<file path="config.mk">
export PLATFORM = sky130hd
export DESIGN_NAME = rf_wb_arbiter_flat
export DESIGN_NICKNAME = d
export VERILOG_FILES = /design/src/rtl/rf_wb_arbiter_if.sv /design/src/rtl/rf_wb_arbiter.sv /design/src/flat_wrapper.sv
export SDC_FILE = /design/constraint.sdc
export NUM_CORES = 1
export LEC_CHECK = 0
export ABC_AREA = 1
export BUFFER_PORTS_ARGS = -buffer_cell sky130_fd_sc_hd__buf_2
export CAP_MARGIN = 20
export CORE_MARGIN = 10
export CORE_UTILIZATION = 45
export DETAILED_ROUTE_END_ITERATION = 16
export PLACE_DENSITY = 0.73
export SLEW_MARGIN = 20
export SYNTH_ARGS = -nofsm -noshare
export SYNTH_HDL_FRONTEND = slang
export SYNTH_SLANG_ARGS = --single-unit
export TNS_END_PERCENT = 20
</file>
<file path="constraint.sdc">
create_clock -name clk -period 2.7 [get_ports clk]
set_clock_uncertainty 0.15 [all_clocks]
set_input_delay 0.54 -clock clk [delete_from_list [all_inputs] [get_ports clk]]
set_output_delay 0.54 -clock clk [all_outputs]
set_load 0.01 [all_outputs]
</file>
<file path="src/rtl/rf_wb_arbiter_if.sv">
`default_nettype none
// =============================================================================
// Module      : rf_wb_arbiter_if
// Description : Write-back, issue and hazard signals between the ALU/load
//               sources, decode stage and register-file write port.
// Revision    : 1.0
// =============================================================================
interface rf_wb_arbiter_if #(
    parameter int DATA_W = 16,
    parameter int ADDR_W = 4
);
    logic              alu_valid;
    logic [ADDR_W-1:0] alu_rd;
    logic [DATA_W-1:0] alu_data;
    logic              alu_ready;
    logic              ld_valid;
    logic [ADDR_W-1:0] ld_rd;
    logic [DATA_W-1:0] ld_data;
    logic              ld_ready;
    logic              iss_valid;
    logic [ADDR_W-1:0] iss_rd;
    logic [ADDR_W-1:0] Rs;
    logic [ADDR_W-1:0] Rt;
    logic              hazard_s;
    logic              hazard_t;
    logic [ADDR_W-1:0] Rd;
    logic [DATA_W-1:0] RW;
    logic              wr;
    logic              sb_err;

    modport master (
        output alu_valid, alu_rd, alu_data,
        input  alu_ready,
        output ld_valid, ld_rd, ld_data,
        input  ld_ready,
        output iss_valid, iss_rd, Rs, Rt,
        input  hazard_s, hazard_t, Rd, RW, wr, sb_err
    );

    modport slave (
        input  alu_valid, alu_rd, alu_data,
        output alu_ready,
        input  ld_valid, ld_rd, ld_data,
        output ld_ready,
        input  iss_valid, iss_rd, Rs, Rt,
        output hazard_s, hazard_t, Rd, RW, wr, sb_err
    );
endinterface
`default_nettype wire

</file>
<file path="src/rtl/rf_wb_arbiter.sv">
`default_nettype none
// =============================================================================
// Module      : rf_wb_arbiter
// Description : Round-robin write-back arbiter (ALU / load) with a per-register
//               busy scoreboard for read-after-write hazard detection.
// Revision    : 1.0
// =============================================================================
module rf_wb_arbiter #(
    parameter int DATA_W = 16,
    parameter int ADDR_W = 4,
    parameter int NREG   = 16
) (
    input  logic           clk,
    input  logic           rst,
    rf_wb_arbiter_if.slave bus
);
    logic              r_last;     // 0 = ALU granted last, 1 = LD granted last
    logic [ADDR_W-1:0] r_rd;
    logic [DATA_W-1:0] r_rw;
    logic              r_wr;
    logic [NREG-1:0]   r_busy;
    logic              r_sb_err;

    logic              w_alu_rdy;
    logic              w_ld_rdy;
    logic              w_alu_go;
    logic              w_ld_go;
    logic              w_err;
    logic [NREG-1:0]   w_busy_nxt;

    // Under contention the source that did not win last time is served.
    assign w_alu_rdy = bus.alu_valid && (!bus.ld_valid || r_last);
    assign w_ld_rdy  = bus.ld_valid  && (!bus.alu_valid || !r_last);
    assign w_alu_go  = bus.alu_valid && w_alu_rdy;
    assign w_ld_go   = bus.ld_valid  && w_ld_rdy;

    always_comb begin
        w_busy_nxt = r_busy;
        if (r_wr) begin
            w_busy_nxt[r_rd] = 1'b0;
        end
        // Issue is applied after the clear so a same-cycle set wins.
        if (bus.iss_valid) begin
            w_busy_nxt[bus.iss_rd] = 1'b1;
        end
    end

    assign w_err = (bus.iss_valid && r_busy[bus.iss_rd] && !(r_wr && (r_rd == bus.iss_rd)))
                 || (r_wr && !r_busy[r_rd]);

    always_ff @(posedge clk) begin
        if (rst) begin
            r_last   <= 1'b1;
            r_rd     <= '0;
            r_rw     <= '0;
            r_wr     <= 1'b0;
            r_busy   <= '0;
            r_sb_err <= 1'b0;
        end else begin
            r_busy <= w_busy_nxt;
            if (w_err) begin
                r_sb_err <= 1'b1;
            end
            if (w_alu_go) begin
                r_rd   <= bus.alu_rd;
                r_rw   <= bus.alu_data;
                r_wr   <= 1'b1;
                r_last <= 1'b0;
            end else if (w_ld_go) begin
                r_rd   <= bus.ld_rd;
                r_rw   <= bus.ld_data;
                r_wr   <= 1'b1;
                r_last <= 1'b1;
            end else begin
                r_wr   <= 1'b0;
            end
        end
    end

    assign bus.alu_ready = w_alu_rdy;
    assign bus.ld_ready  = w_ld_rdy;
    assign bus.hazard_s  = r_busy[bus.Rs];
    assign bus.hazard_t  = r_busy[bus.Rt];
    assign bus.Rd        = r_rd;
    assign bus.RW        = r_rw;
    assign bus.wr        = r_wr;
    assign bus.sb_err    = r_sb_err;

endmodule
`default_nettype wire

</file>
<file path="src/flat_wrapper.sv">
// flat-port wrapper written by rule: the top's interface ports become plain ports
module rf_wb_arbiter_flat 
#(
    parameter int DATA_W = 16,
    parameter int ADDR_W = 4,
    parameter int NREG   = 16
)
  (clk, rst, bus_alu_valid, bus_alu_rd, bus_alu_data, bus_alu_ready, bus_ld_valid, bus_ld_rd, bus_ld_data, bus_ld_ready, bus_iss_valid, bus_iss_rd, bus_Rs, bus_Rt, bus_hazard_s, bus_hazard_t, bus_Rd, bus_RW, bus_wr, bus_sb_err);
  rf_wb_arbiter_if #(.DATA_W(DATA_W), .ADDR_W(ADDR_W)) bus_i ();
  input  logic clk;
  input  logic rst;
  input wire logic [$bits(bus_i.alu_valid)-1:0] bus_alu_valid;
  input wire logic [$bits(bus_i.alu_rd)-1:0] bus_alu_rd;
  input wire logic [$bits(bus_i.alu_data)-1:0] bus_alu_data;
  output wire logic [$bits(bus_i.alu_ready)-1:0] bus_alu_ready;
  input wire logic [$bits(bus_i.ld_valid)-1:0] bus_ld_valid;
  input wire logic [$bits(bus_i.ld_rd)-1:0] bus_ld_rd;
  input wire logic [$bits(bus_i.ld_data)-1:0] bus_ld_data;
  output wire logic [$bits(bus_i.ld_ready)-1:0] bus_ld_ready;
  input wire logic [$bits(bus_i.iss_valid)-1:0] bus_iss_valid;
  input wire logic [$bits(bus_i.iss_rd)-1:0] bus_iss_rd;
  input wire logic [$bits(bus_i.Rs)-1:0] bus_Rs;
  input wire logic [$bits(bus_i.Rt)-1:0] bus_Rt;
  output wire logic [$bits(bus_i.hazard_s)-1:0] bus_hazard_s;
  output wire logic [$bits(bus_i.hazard_t)-1:0] bus_hazard_t;
  output wire logic [$bits(bus_i.Rd)-1:0] bus_Rd;
  output wire logic [$bits(bus_i.RW)-1:0] bus_RW;
  output wire logic [$bits(bus_i.wr)-1:0] bus_wr;
  output wire logic [$bits(bus_i.sb_err)-1:0] bus_sb_err;
  assign bus_i.alu_valid = bus_alu_valid;
  assign bus_i.alu_rd = bus_alu_rd;
  assign bus_i.alu_data = bus_alu_data;
  assign bus_alu_ready = bus_i.alu_ready;
  assign bus_i.ld_valid = bus_ld_valid;
  assign bus_i.ld_rd = bus_ld_rd;
  assign bus_i.ld_data = bus_ld_data;
  assign bus_ld_ready = bus_i.ld_ready;
  assign bus_i.iss_valid = bus_iss_valid;
  assign bus_i.iss_rd = bus_iss_rd;
  assign bus_i.Rs = bus_Rs;
  assign bus_i.Rt = bus_Rt;
  assign bus_hazard_s = bus_i.hazard_s;
  assign bus_hazard_t = bus_i.hazard_t;
  assign bus_Rd = bus_i.Rd;
  assign bus_RW = bus_i.RW;
  assign bus_wr = bus_i.wr;
  assign bus_sb_err = bus_i.sb_err;
  rf_wb_arbiter #(.DATA_W(DATA_W), .ADDR_W(ADDR_W), .NREG(NREG)) u_core (.clk(clk), .rst(rst), .bus(bus_i));
endmodule
</file>
==> run metrics <==
Yosys cell types=25; RSZ-0062 raised after global routing=no; number of flops mapped to enable cells by yosys=0; DIE AREA=8430 um^2; crit path max fanout=16; Pre-Repair DR Iteration Count=5; number of global-route vias before repair=2647; worst r2r src=u_core.bus.Rd[0]; Ports=83; initial antenna violation count=0; Placer Congestion=0.990; row cnt=26; Top delay family on crit path=compound AO/OA/AOI/OAI gates; post-synthesis cell count=377; die height=91.8 um; total gr overflow=0; wire per inst=14.1 um; crit-path cells=buf_2 -> a21oi_1 -> o21ai_0 -> nand2_1 -> o221ai_1 -> o21ai_0 -> buf_2; Syn Nets=434; critical path depth=7; post-synthesis sequential area ratio=33.6%; Critical R2R Capture=u_core.bus.sb_err; syn avg cell area=6.16 um^2; Total GRT Usage=17.5%; min Tclk post-route=2.12 ns; tightest hold margin=0.328 ns; data arrival time of the worst path=1.43 ns; pwr/cell area=464 nW/um^2; setup repair bufs after CTS=0; routed vias/inst=5.23; layout cells sized above 1=21.9%; DR vias=2732; Clock Root Buffer=clkbuf_8; WL final=7380 um; endpoints failing hold=0; Worst EP required=2.01 ns; Achievable Freq=473 MHz; Inserted Clock Buffers=5; clk slew on worst S/H paths=0.07 ns; Worst setup SP type=primary input; slew margin rel.=66.9%; Setup crit start=bus_Rs[0]; Reg2Reg Depth=11; ys async rst share=0%; LEAKAGE=1.33 nW; Buf/Inv on CP=2; DR iter-0 viols=212; # Max-Cap Violations=0; first-pass GRT wire length=12400 um; setup ws final=0.585 ns; core area=5040 um^2; largest net degree at the start of global routing=22; worst slew pin tran=0.496 ns; Post-synth top flop=dfxtp_1; final setup violation count=0; Die W=91.8 um; CTS tree=done; number of nets with antenna violations after routing=0; Layout area overhead=21.2%; post-DP HPWL=5760 um; peak supply drop=266 uV; crit path capture=bus_hazard_s; Worst setup EP type=output port; # H-tree levels=2; setup slack, reg-to-reg=0.89 ns; Yosys warning total=0; final setup TNS=0 ns; Post-Synthesis Cell Area=2320 um^2; Worst path max stage delay=0.22 ns; CTS Hold Buffers Added=0; Total Power=1.31 mW; clk buf depth=2; status=finished, final reports clean; CTS resizes=0; Seq cells post-synth=39; Hold Path Class=flip-flop to flip-flop; critical path class=primary input to output port; final net count=508; post-route DRC violation count=0; final period utilization=78.3%; CP max-delay cell=buf_2; PortBufs=82; Initial Util=46.0%; Clock Latency Late Sink=0.29 ns; CTS Sinks=39; Slew Limit Fails=0; Ant. Diodes=0; pre-CTS setup slack=0.596 ns
-- power breakdown --
group	switching (mW)	leakage (nW)	internal, mW
clock	0.205	0.0422	0.181
sequential	0.0339	0.320	0.609
combinational	0.169	0.972	0.108
-- metal layers --
layer | global-route usage, % | share of wire (%) | vias to the layer above | routed length [um]
met5 | 0 | 0 | - | 0
met4 | 5.66 | 1.5 | 0 | 110
met3 | 6.44 | 10 | 14 | 747
met2 | 28.7 | 46 | 124 | 3380
met1 | 20.7 | 43 | 1210 | 3150
li1 | - | - | 1384 | -
-- final cells by class --
type,count,area (um^2)
timing repair buffer,85,433
multi-input combinational,287,1310
sequential,39,781
clock buffer,7,76.3
inverter,33,124
tap,70,87.6
fill,517,2230
clock inverter,1,5.00
-- cells in the final DEF (no fill, tap or decap) --
master / count
nand2_1: 148
o221ai_1: 2
buf_2: 82
clkbuf_8: 5
o21ai_2: 2
a31oi_1: 16
nor3_1: 2
nor2_1: 22
o21ai_0: 32
o21ai_1: 1
clkbuf_1: 2
a221oi_1: 3
inv_2: 5
a21oi_1: 28
nand4_1: 1
dfxtp_1: 39
clkinv_2: 1
inv_1: 28
nand3_1: 16
nand2_2: 1
buf_4: 3
o211ai_1: 7
xnor2_1: 2
a21boi_0: 1
o31ai_1: 3
-- flip-flops by register name (all words and copies together) (netlist names) --
register	cells
u_core.bus.wr	1
u_core.bus.Rd	4
u_core.r_last	1
u_core.bus.sb_err	1
u_core.bus.RW	16
u_core.r_busy	16
-- tightest hold or removal path: stages (launching register included) --
cell	delay (ns)
dfxtp_1	0.31
nand2_1	0.06
a31oi_1	0.06
-- Yosys cell counts (2+ instances only) --
cell type | n | area share, %
nand2_1 | 148 | 24
dfxtp_1 | 39 | 34
o21ai_0 | 32 | 6.9
a21oi_1 | 28 | 6.0
inv_1 | 28 | 4.5
nor2_1 | 22 | 3.6
a31oi_1 | 16 | 4.3
nand3_1 | 16 | 3.5
buf_2 | 8 | 1.7
o211ai_1 | 7 | 2.3
inv_2 | 5 | 0.81
clkbuf_1 | 4 | 0.65
a221oi_1 | 3 | 1.1
buf_6 | 3 | 1.5
o31ai_1 | 3 | 0.97
buf_4 | 2 | 0.65
nor3_1 | 2 | 0.43
o21ai_2 | 2 | 0.75
o221ai_1 | 2 | 0.75
xnor2_1 | 2 | 0.75
-- worst min-delay path by stage --
stage	start	end	slack (ns)	cells past startpoint
final	u_core.bus.RW[5]	u_core.bus.RW[5]	0.33	2
after global routing	u_core.bus.RW[12]	u_core.bus.RW[12]	0.34	2
after CTS	u_core.bus.RW[9]	u_core.bus.RW[9]	0.33	2
after detailed placement	u_core.bus.RW[9]	u_core.bus.RW[9]	0.32	2
after global placement	u_core.bus.RW[10]	u_core.bus.RW[10]	0.31	2
after floorplan	u_core.r_busy[9]	u_core.r_busy[9]	0.31	2
-- metrics by stage --
step / cell area [um^2] / cells / util (%)
after global routing: 2810 / 522 / 55.8
after detailed placement: 2730 / 514 / 54.2
after floorplan: 2320 / 377 / -
after CTS: 2810 / 522 / 55.8
final: 2810 / 522 / 55.8
after global placement: 2730 / 514 / 54.2
-- kinds of logic after synthesis --
| logic type | count (synthesis) | synth area share [%] |
|---|---|---|
| AND/OR/NAND/NOR | 190 | 31.9 |
| XOR/XNOR | 2 | 0.755 |
| flip-flops | 39 | 33.6 |
| AO/OA/AOI/OAI | 95 | 23.7 |
| buffers and inverters | 51 | 10.0 |
(Power assumes the default switching activity.)
